## config.mk

```make
export PLATFORM = sky130hd
export DESIGN_NAME = reg_bank_wb_flat
export DESIGN_NICKNAME = d
export VERILOG_FILES = /design/src/rtl/reg_bank_wb_if.sv /design/src/rtl/reg_bank_wb.sv /design/src/flat_wrapper.sv
export SDC_FILE = /design/constraint.sdc
export NUM_CORES = 1
export LEC_CHECK = 0
export ABC_AREA = 1
export CAP_MARGIN = 20
export CORE_MARGIN = 10
export CORE_UTILIZATION = 30
export CTS_CLUSTER_SIZE = 25
export DETAILED_ROUTE_END_ITERATION = 12
export GPL_ROUTABILITY_DRIVEN = 1
export SLEW_MARGIN = 20
export SYNTH_ARGS = -nofsm -noshare
export SYNTH_HDL_FRONTEND = slang
export SYNTH_SLANG_ARGS = --single-unit
export TNS_END_PERCENT = 1
```

## constraint.sdc

```tcl
create_clock -name clk -period 2.7 [get_ports clk]
set_input_delay 0.81 -clock clk [delete_from_list [all_inputs] [get_ports clk]]
set_output_delay 0.81 -clock clk [all_outputs]
set_load 0.01 [all_outputs]
```

## src/rtl/reg_bank_wb_if.sv

```systemverilog
`default_nettype none
// ============================================================================
// Module      : reg_bank_wb_if
// Description : Bus bundle between decode/writeback logic (master) and the
//               writeback-side register bank (slave): two read ports, the
//               reservation handshake, the writeback channel and status.
// Revision    : 1.0 - initial release
// ============================================================================
interface reg_bank_wb_if #(
   parameter int DATA_W = 32,
   parameter int NREG   = 16
);
   logic [3:0]        rs1_addr;
   logic [DATA_W-1:0] rs1_data;
   logic              rs1_busy;
   logic [3:0]        rs2_addr;
   logic [DATA_W-1:0] rs2_data;
   logic              rs2_busy;
   logic              rsv_valid;
   logic [3:0]        rsv_addr;
   logic              rsv_ready;
   logic              wr_valid;
   logic [3:0]        wr_addr;
   logic [DATA_W-1:0] wr_data;
   logic              wr_ready;
   logic [NREG-1:0]   busy_vec;
   logic              wr_err;

   modport master (
      output rs1_addr, rs2_addr, rsv_valid, rsv_addr, wr_valid, wr_addr, wr_data,
      input  rs1_data, rs1_busy, rs2_data, rs2_busy, rsv_ready, wr_ready,
             busy_vec, wr_err
   );

   modport slave (
      input  rs1_addr, rs2_addr, rsv_valid, rsv_addr, wr_valid, wr_addr, wr_data,
      output rs1_data, rs1_busy, rs2_data, rs2_busy, rsv_ready, wr_ready,
             busy_vec, wr_err
   );
endinterface
`default_nettype wire

```

## src/rtl/reg_bank_wb.sv

```systemverilog
`default_nettype none
// ============================================================================
// Module      : reg_bank_wb
// Description : Writeback-side 16 x 32 register bank with two forwarded
//               combinational read ports and a per-register busy scoreboard
//               (reserve/writeback handshake for RAW/WAW hazard detection).
//               Optional feature macro: REG0_ZERO_EN (hard-wired zero r0).
// Revision    : 1.0 - initial release
// ============================================================================
module reg_bank_wb #(
   parameter int DATA_W = 32,
   parameter int NREG   = 16
) (
   input  wire logic        clk,
   input  wire logic        rst_n,
   reg_bank_wb_if.slave     bus
);

   logic [DATA_W-1:0] r_regs [NREG];
   logic [NREG-1:0]   r_busy;
   logic              r_wr_err;
   logic              r_wr_ready;

   logic              w_wr_fire;
   logic              w_wr_eff;
   logic              w_rsv_ready;
   logic              w_rsv_eff;
   logic [NREG-1:0]   w_busy_nxt;
   logic              w_rs1_hit;
   logic              w_rs2_hit;
   logic [DATA_W-1:0] w_rs1_data;
   logic [DATA_W-1:0] w_rs2_data;

   assign w_wr_fire = bus.wr_valid & r_wr_ready;

   // A retiring write to the same register frees it for a new reservation.
   assign w_rsv_ready = ~r_busy[bus.rsv_addr] |
                        (w_wr_fire & (bus.wr_addr == bus.rsv_addr));

`ifdef REG0_ZERO_EN
   // r0 is hard-wired: its writes and reservations never touch state.
   assign w_wr_eff  = w_wr_fire & (bus.wr_addr != 4'd0);
   assign w_rsv_eff = bus.rsv_valid & w_rsv_ready & (bus.rsv_addr != 4'd0);
`else
   assign w_wr_eff  = w_wr_fire;
   assign w_rsv_eff = bus.rsv_valid & w_rsv_ready;
`endif

   assign w_rs1_hit = w_wr_eff & (bus.wr_addr == bus.rs1_addr);
   assign w_rs2_hit = w_wr_eff & (bus.wr_addr == bus.rs2_addr);

   // Scoreboard next state: writeback clears first, so a same-cycle
   // reservation of the same register leaves it busy.
   always_comb begin
      w_busy_nxt = r_busy;
      if (w_wr_eff) begin
         w_busy_nxt[bus.wr_addr] = 1'b0;
      end
      if (w_rsv_eff) begin
         w_busy_nxt[bus.rsv_addr] = 1'b1;
      end
`ifdef REG0_ZERO_EN
      w_busy_nxt[0] = 1'b0;
`endif
   end

   // Read ports: same-cycle writeback data bypasses the register file.
   always_comb begin
      w_rs1_data = w_rs1_hit ? bus.wr_data : r_regs[bus.rs1_addr];
      w_rs2_data = w_rs2_hit ? bus.wr_data : r_regs[bus.rs2_addr];
`ifdef REG0_ZERO_EN
      if (bus.rs1_addr == 4'd0) begin
         w_rs1_data = '0;
      end
      if (bus.rs2_addr == 4'd0) begin
         w_rs2_data = '0;
      end
`endif
   end

   // Register file storage; reset clears every entry.
   always_ff @(posedge clk) begin
      if (!rst_n) begin
         for (int i = 0; i < NREG; i++) begin
            r_regs[i] <= '0;
         end
      end else if (w_wr_eff) begin
         r_regs[bus.wr_addr] <= bus.wr_data;
      end
   end

   // Control state: scoreboard, sticky error flag and write-accept flag.
   always_ff @(posedge clk) begin
      if (!rst_n) begin
         r_busy     <= '0;
         r_wr_err   <= 1'b0;
         r_wr_ready <= 1'b0;
      end else begin
         r_busy     <= w_busy_nxt;
         r_wr_ready <= 1'b1;
         if (w_wr_eff && !r_busy[bus.wr_addr]) begin
            r_wr_err <= 1'b1;
         end
      end
   end

   assign bus.rs1_data  = w_rs1_data;
   assign bus.rs2_data  = w_rs2_data;
   assign bus.rs1_busy  = r_busy[bus.rs1_addr] & ~w_rs1_hit;
   assign bus.rs2_busy  = r_busy[bus.rs2_addr] & ~w_rs2_hit;
   assign bus.rsv_ready = w_rsv_ready;
   assign bus.wr_ready  = r_wr_ready;
   assign bus.busy_vec  = r_busy;
   assign bus.wr_err    = r_wr_err;

endmodule
`default_nettype wire
```

## src/flat_wrapper.sv

```systemverilog
// flat-port wrapper written by rule: the top's interface ports become plain ports
module reg_bank_wb_flat 
#(
   parameter int DATA_W = 32,
   parameter int NREG   = 16
)
  (clk, rst_n, bus_rs1_addr, bus_rs2_addr, bus_rsv_valid, bus_rsv_addr, bus_wr_valid, bus_wr_addr, bus_wr_data, bus_rs1_data, bus_rs1_busy, bus_rs2_data, bus_rs2_busy, bus_rsv_ready, bus_wr_ready, bus_busy_vec, bus_wr_err);
  reg_bank_wb_if #(.DATA_W(DATA_W), .NREG(NREG)) bus_i ();
  input  wire logic clk;
  input  wire logic rst_n;
  input wire logic [$bits(bus_i.rs1_addr)-1:0] bus_rs1_addr;
  input wire logic [$bits(bus_i.rs2_addr)-1:0] bus_rs2_addr;
  input wire logic [$bits(bus_i.rsv_valid)-1:0] bus_rsv_valid;
  input wire logic [$bits(bus_i.rsv_addr)-1:0] bus_rsv_addr;
  input wire logic [$bits(bus_i.wr_valid)-1:0] bus_wr_valid;
  input wire logic [$bits(bus_i.wr_addr)-1:0] bus_wr_addr;
  input wire logic [$bits(bus_i.wr_data)-1:0] bus_wr_data;
  output wire logic [$bits(bus_i.rs1_data)-1:0] bus_rs1_data;
  output wire logic [$bits(bus_i.rs1_busy)-1:0] bus_rs1_busy;
  output wire logic [$bits(bus_i.rs2_data)-1:0] bus_rs2_data;
  output wire logic [$bits(bus_i.rs2_busy)-1:0] bus_rs2_busy;
  output wire logic [$bits(bus_i.rsv_ready)-1:0] bus_rsv_ready;
  output wire logic [$bits(bus_i.wr_ready)-1:0] bus_wr_ready;
  output wire logic [$bits(bus_i.busy_vec)-1:0] bus_busy_vec;
  output wire logic [$bits(bus_i.wr_err)-1:0] bus_wr_err;
  assign bus_i.rs1_addr = bus_rs1_addr;
  assign bus_i.rs2_addr = bus_rs2_addr;
  assign bus_i.rsv_valid = bus_rsv_valid;
  assign bus_i.rsv_addr = bus_rsv_addr;
  assign bus_i.wr_valid = bus_wr_valid;
  assign bus_i.wr_addr = bus_wr_addr;
  assign bus_i.wr_data = bus_wr_data;
  assign bus_rs1_data = bus_i.rs1_data;
  assign bus_rs1_busy = bus_i.rs1_busy;
  assign bus_rs2_data = bus_i.rs2_data;
  assign bus_rs2_busy = bus_i.rs2_busy;
  assign bus_rsv_ready = bus_i.rsv_ready;
  assign bus_wr_ready = bus_i.wr_ready;
  assign bus_busy_vec = bus_i.busy_vec;
  assign bus_wr_err = bus_i.wr_err;
  reg_bank_wb #(.DATA_W(DATA_W), .NREG(NREG)) u_core (.clk(clk), .rst_n(rst_n), .bus(bus_i));
endmodule
```

==> results_tabular.tex <==
\begin{tabular}{lr}
\hline
Metric & Value \\
\hline
\multicolumn{2}{l}{\textbf{Outcome}} \\
Run status & finished with violations \\
Violated checks & negative setup slack \\
\multicolumn{2}{l}{\textbf{Worst setup path}} \\
Number of cells traversed by the worst register-to-register path & 8 \\
Crit Path Max Fanout & 6 \\
Type of the worst setup path & input pin to output pin \\
Endpoint arrival time on the critical path & around 2.4 ns \\
Data required time at the worst endpoint & $\sim$1.9 ns \\
Endpoint type of the worst setup path & output pin \\
Critical Path Source Type & input pin \\
\multicolumn{2}{l}{\textbf{CTS}} \\
Number of levels in the clock H-tree & 2 \\
Post-cts hold buffer count & 0 \\
Later-pin clock latency in the skew report & $\sim$0.62 ns \\
Clock-pin slew on the worst setup and hold paths & 0.06 ns \\
Clock root buffer master & sky130\_fd\_sc\_hd\_\_clkbuf\_16 \\
TritonCTS buffer count & 54 \\
Clk sink count & 530 \\
CTS tree & done \\
Clock tree buffer depth & 3 \\
\multicolumn{2}{l}{\textbf{Power}} \\
Peak ir drop on the vdd network & 523 uV \\
Pwr/cell area & between 500 and 600 nW/um\^{}2 \\
Lkg Pwr & 16.0 nW \\
Total power of the final layout & slightly above 20 mW \\
\multicolumn{2}{l}{\textbf{Drt}} \\
Remaining number of nets flagged by the antenna check after routing & 0 \\
Wire length reported by the detailed router & roughly 120 mm \\
DRC violation count after routing & 0 \\
Initial drt markers & 3627 \\
DR pass1 iterations & 6 \\
Average vias per placed instance & 5.39 \\
Overall via count from detail\_route & approximately 30000 \\
Average wire per standard cell & around 23 um \\
\multicolumn{2}{l}{\textbf{Floorplanning}} \\
Chip width & around 340 um \\
Die area & approximately 110000 sq um \\
Die Y-Extent & around 340 um \\
Core area & approximately 100000 sq um \\
Initial core utilization & 0.302 \\
Number of placed I/O pins & $\sim$140 \\
Number of placement rows & around 120 \\
\multicolumn{2}{l}{\textbf{Cells and area}} \\
Commonest non-fill, non-tap cells in the layout & 1382 x sky130\_fd\_sc\_hd\_\_nand2\_1, 800 x sky130\_fd\_sc\_hd\_\_nand3\_1, 570 x sky130\_fd\_sc\_hd\_\_nor2\_1 \\
Ant. Diodes & 0 \\
Number of nets at the end of the flow & around 4200 \\
Final Instance Count excl. Fillers & roughly 5500 \\
Number of filler cells placed in the layout & approximately 9900 \\
Most frequent standard cell in the layout excluding fill and tap cells & sky130\_fd\_sc\_hd\_\_nand2\_1 \\
Proportion of layout cells with a drive suffix above 1 & 0.154 \\
Final Core Density & 0.384 \\
Layout overhead on the synthesized area & 27.3\% \\
\multicolumn{2}{l}{\textbf{GRT}} \\
Number of antenna violations at the first check in global routing & 0 \\
First-pass GRT wire length & 177 mm \\
Vias in the first global route & between 20000 and 30000 \\
Maximum number of pins on one net before global-route repair & 50 \\
Global routing usage summed across all routing layers & 0.205 \\
Final global-route overflow total & 0 \\
\multicolumn{2}{l}{\textbf{Placement}} \\
Placed cells & 5350 \\
Final estimated routing congestion in global placement & 0.853 \\
Pre-CTS setup slack & -1.21 ns \\
Number of port buffers & around 140 \\
DP Wirelength & between 70 and 80 mm \\
\multicolumn{2}{l}{\textbf{STA}} \\
Relative slew slack & 0.606 \\
Transition at the pin with the smallest max-transition slack & between 0.5 and 0.6 ns \\
Clock period minus worst slack & around 3.2 ns \\
Final setup violation count & 67 \\
Post-route fraction of the period consumed by the critical path & 1.18 \\
Worst-case setup margin in the final layout & -0.474 ns \\
Final setup skew & $\sim$0.010 ns \\
Final Hold Vio Count & 0 \\
Count of final max-slew check failures & 0 \\
Unrepaired setup endpoints after global routing & true \\
Max Fclk & 315 MHz \\
Final total negative setup slack & -22.86 ns \\
\multicolumn{2}{l}{\textbf{Yosys}} \\
Synthesized cell area & approximately 30000 sq um \\
Number of flip-flops and latches in the synthesized netlist & 530 \\
Number of distinct standard cells referenced by the synthesized netlist & 30 \\
Synthesis warning total & 0 \\
Share of synthesized area occupied by flip-flops and latches & 0.522 \\
Mapped Avg Cell Area & 7.74 sq um \\
Post-synthesis instance total & 3892 \\
Net count after synthesis & 3944 \\
\multicolumn{2}{l}{\textbf{Job}} \\
Reported max-cap violation count & 0 \\
\multicolumn{2}{l}{\textbf{Hold path}} \\
Kind of path behind the tightest hold check & input pin to register \\
Number of cells on the worst hold path & 3 \\
\hline
\end{tabular}
## stage by stage
| step | area [sq um] | hold WS [ns] |
|---|---|---|
| 2_1_floorplan | 30100 | 0.505 |
| 3_3_place_gp | 35900 | 0.457 |
| 3_5_place_dp | 35900 | 0.475 |
| 4_1_cts | 37800 | 0.425 |
| 5_1_grt | 38400 | 0.466 |
| 6_report | 38400 | 0.451 |
## cell type report
type                    count  area (sq um)  share of cell area
well taps                1298          1620              0.0423
repair buffers            522          6130               0.160
multi-input cells        2962         12800               0.334
flip-flops and latches    530         15700               0.410
inverters                  75           337             0.00878
clock buffers              64          1450              0.0379
clock inverters            33           251             0.00656
## final timing paths
path / startpoint / end / slack [ns]
setup / recovery: bus_wr_addr[2] / bus_rs1_data[30] / -0.47
hold / removal: rst_n / u_core.bus.wr_err / 0.45
setup reg to reg: u_core.bus.wr_ready / u_core.r_regs[1][17] / 0.77
hold reg to reg: u_core.bus.wr_err / u_core.bus.wr_err / 0.48
## kinds of logic (layout without fill, tap and decap cells)
group | count (synthesis) | count (layout) | synth area share
AOI/OAI and AO/OA | 138 | 138 | 0.0257
xor gates and xnor gates | 4 | 4 | 0.00116
buffers and inverters | 400 | 694 | 0.0633
DFF | 530 | 530 | 0.522
and+or+nand+nor | 2820 | 2820 | 0.388
## Yosys cell counts (all sizes together)
library cell,count,area share
nor3,2,0.00033
xor2,1,0.00029
buf,228,0.042
a21boi,2,0.00050
clkinv,33,0.0041
clkbuf,97,0.012
nand4,2,0.00042
nand2,1418,0.18
dfxtp,18,0.012
inv,42,0.0052
o211ai,10,0.0025
a31oi,31,0.0064
o22ai,3,0.00062
nor2,575,0.072
o21ai,65,0.011
a21oi,27,0.0045
nand3,823,0.14
edfxtp,512,0.51
xnor2,3,0.00087
## critical path, cell delays in order
cell	delay, ns
sky130_fd_sc_hd__dlygate4sd2_1	0.31
sky130_fd_sc_hd__xnor2_2	0.20
sky130_fd_sc_hd__nand3_4	0.24
sky130_fd_sc_hd__clkbuf_16	0.26
sky130_fd_sc_hd__buf_12	0.16
sky130_fd_sc_hd__buf_6	0.12
sky130_fd_sc_hd__o21ai_2	0.12
sky130_fd_sc_hd__buf_2	0.14
## per-layer routing
metal / routed length, um / share of wire / vias to the layer above / global-route usage
met2: 56900 / 0.46 / 1792 / 0.334
met4: 5510 / 0.045 / 0 / 0.0916
met3: 12200 / 0.099 / 322 / 0.0318
li1: - / - / 13400 / -
met1: 48900 / 0.40 / 14000 / 0.268
met5: 0 / 0 / - / 0
## power by group
group	leakage [nW]	switching [mW]	internal (mW)
logic	9.56	2.09	1.27
clock network	0.816	3.32	4.11
registers	5.65	0.125	9.23
total	16.0	5.53	14.6
## sequential cells by signal (all words and copies together), names as in the netlist
signal	cells
u_core.r_regs	512
u_core.bus.wr_err	1
u_core.bus.wr_ready	1
u_core.bus.busy_vec	16
## timing repair
action,CTS,global route
setup endpoints to repair,67,67
pin swaps,5,21
setup buffers,6,19
gates cloned,3,9
resized for setup,250,158
hold endpoints to repair,0,0
Note: power is estimated with default switching activity, not from simulation.
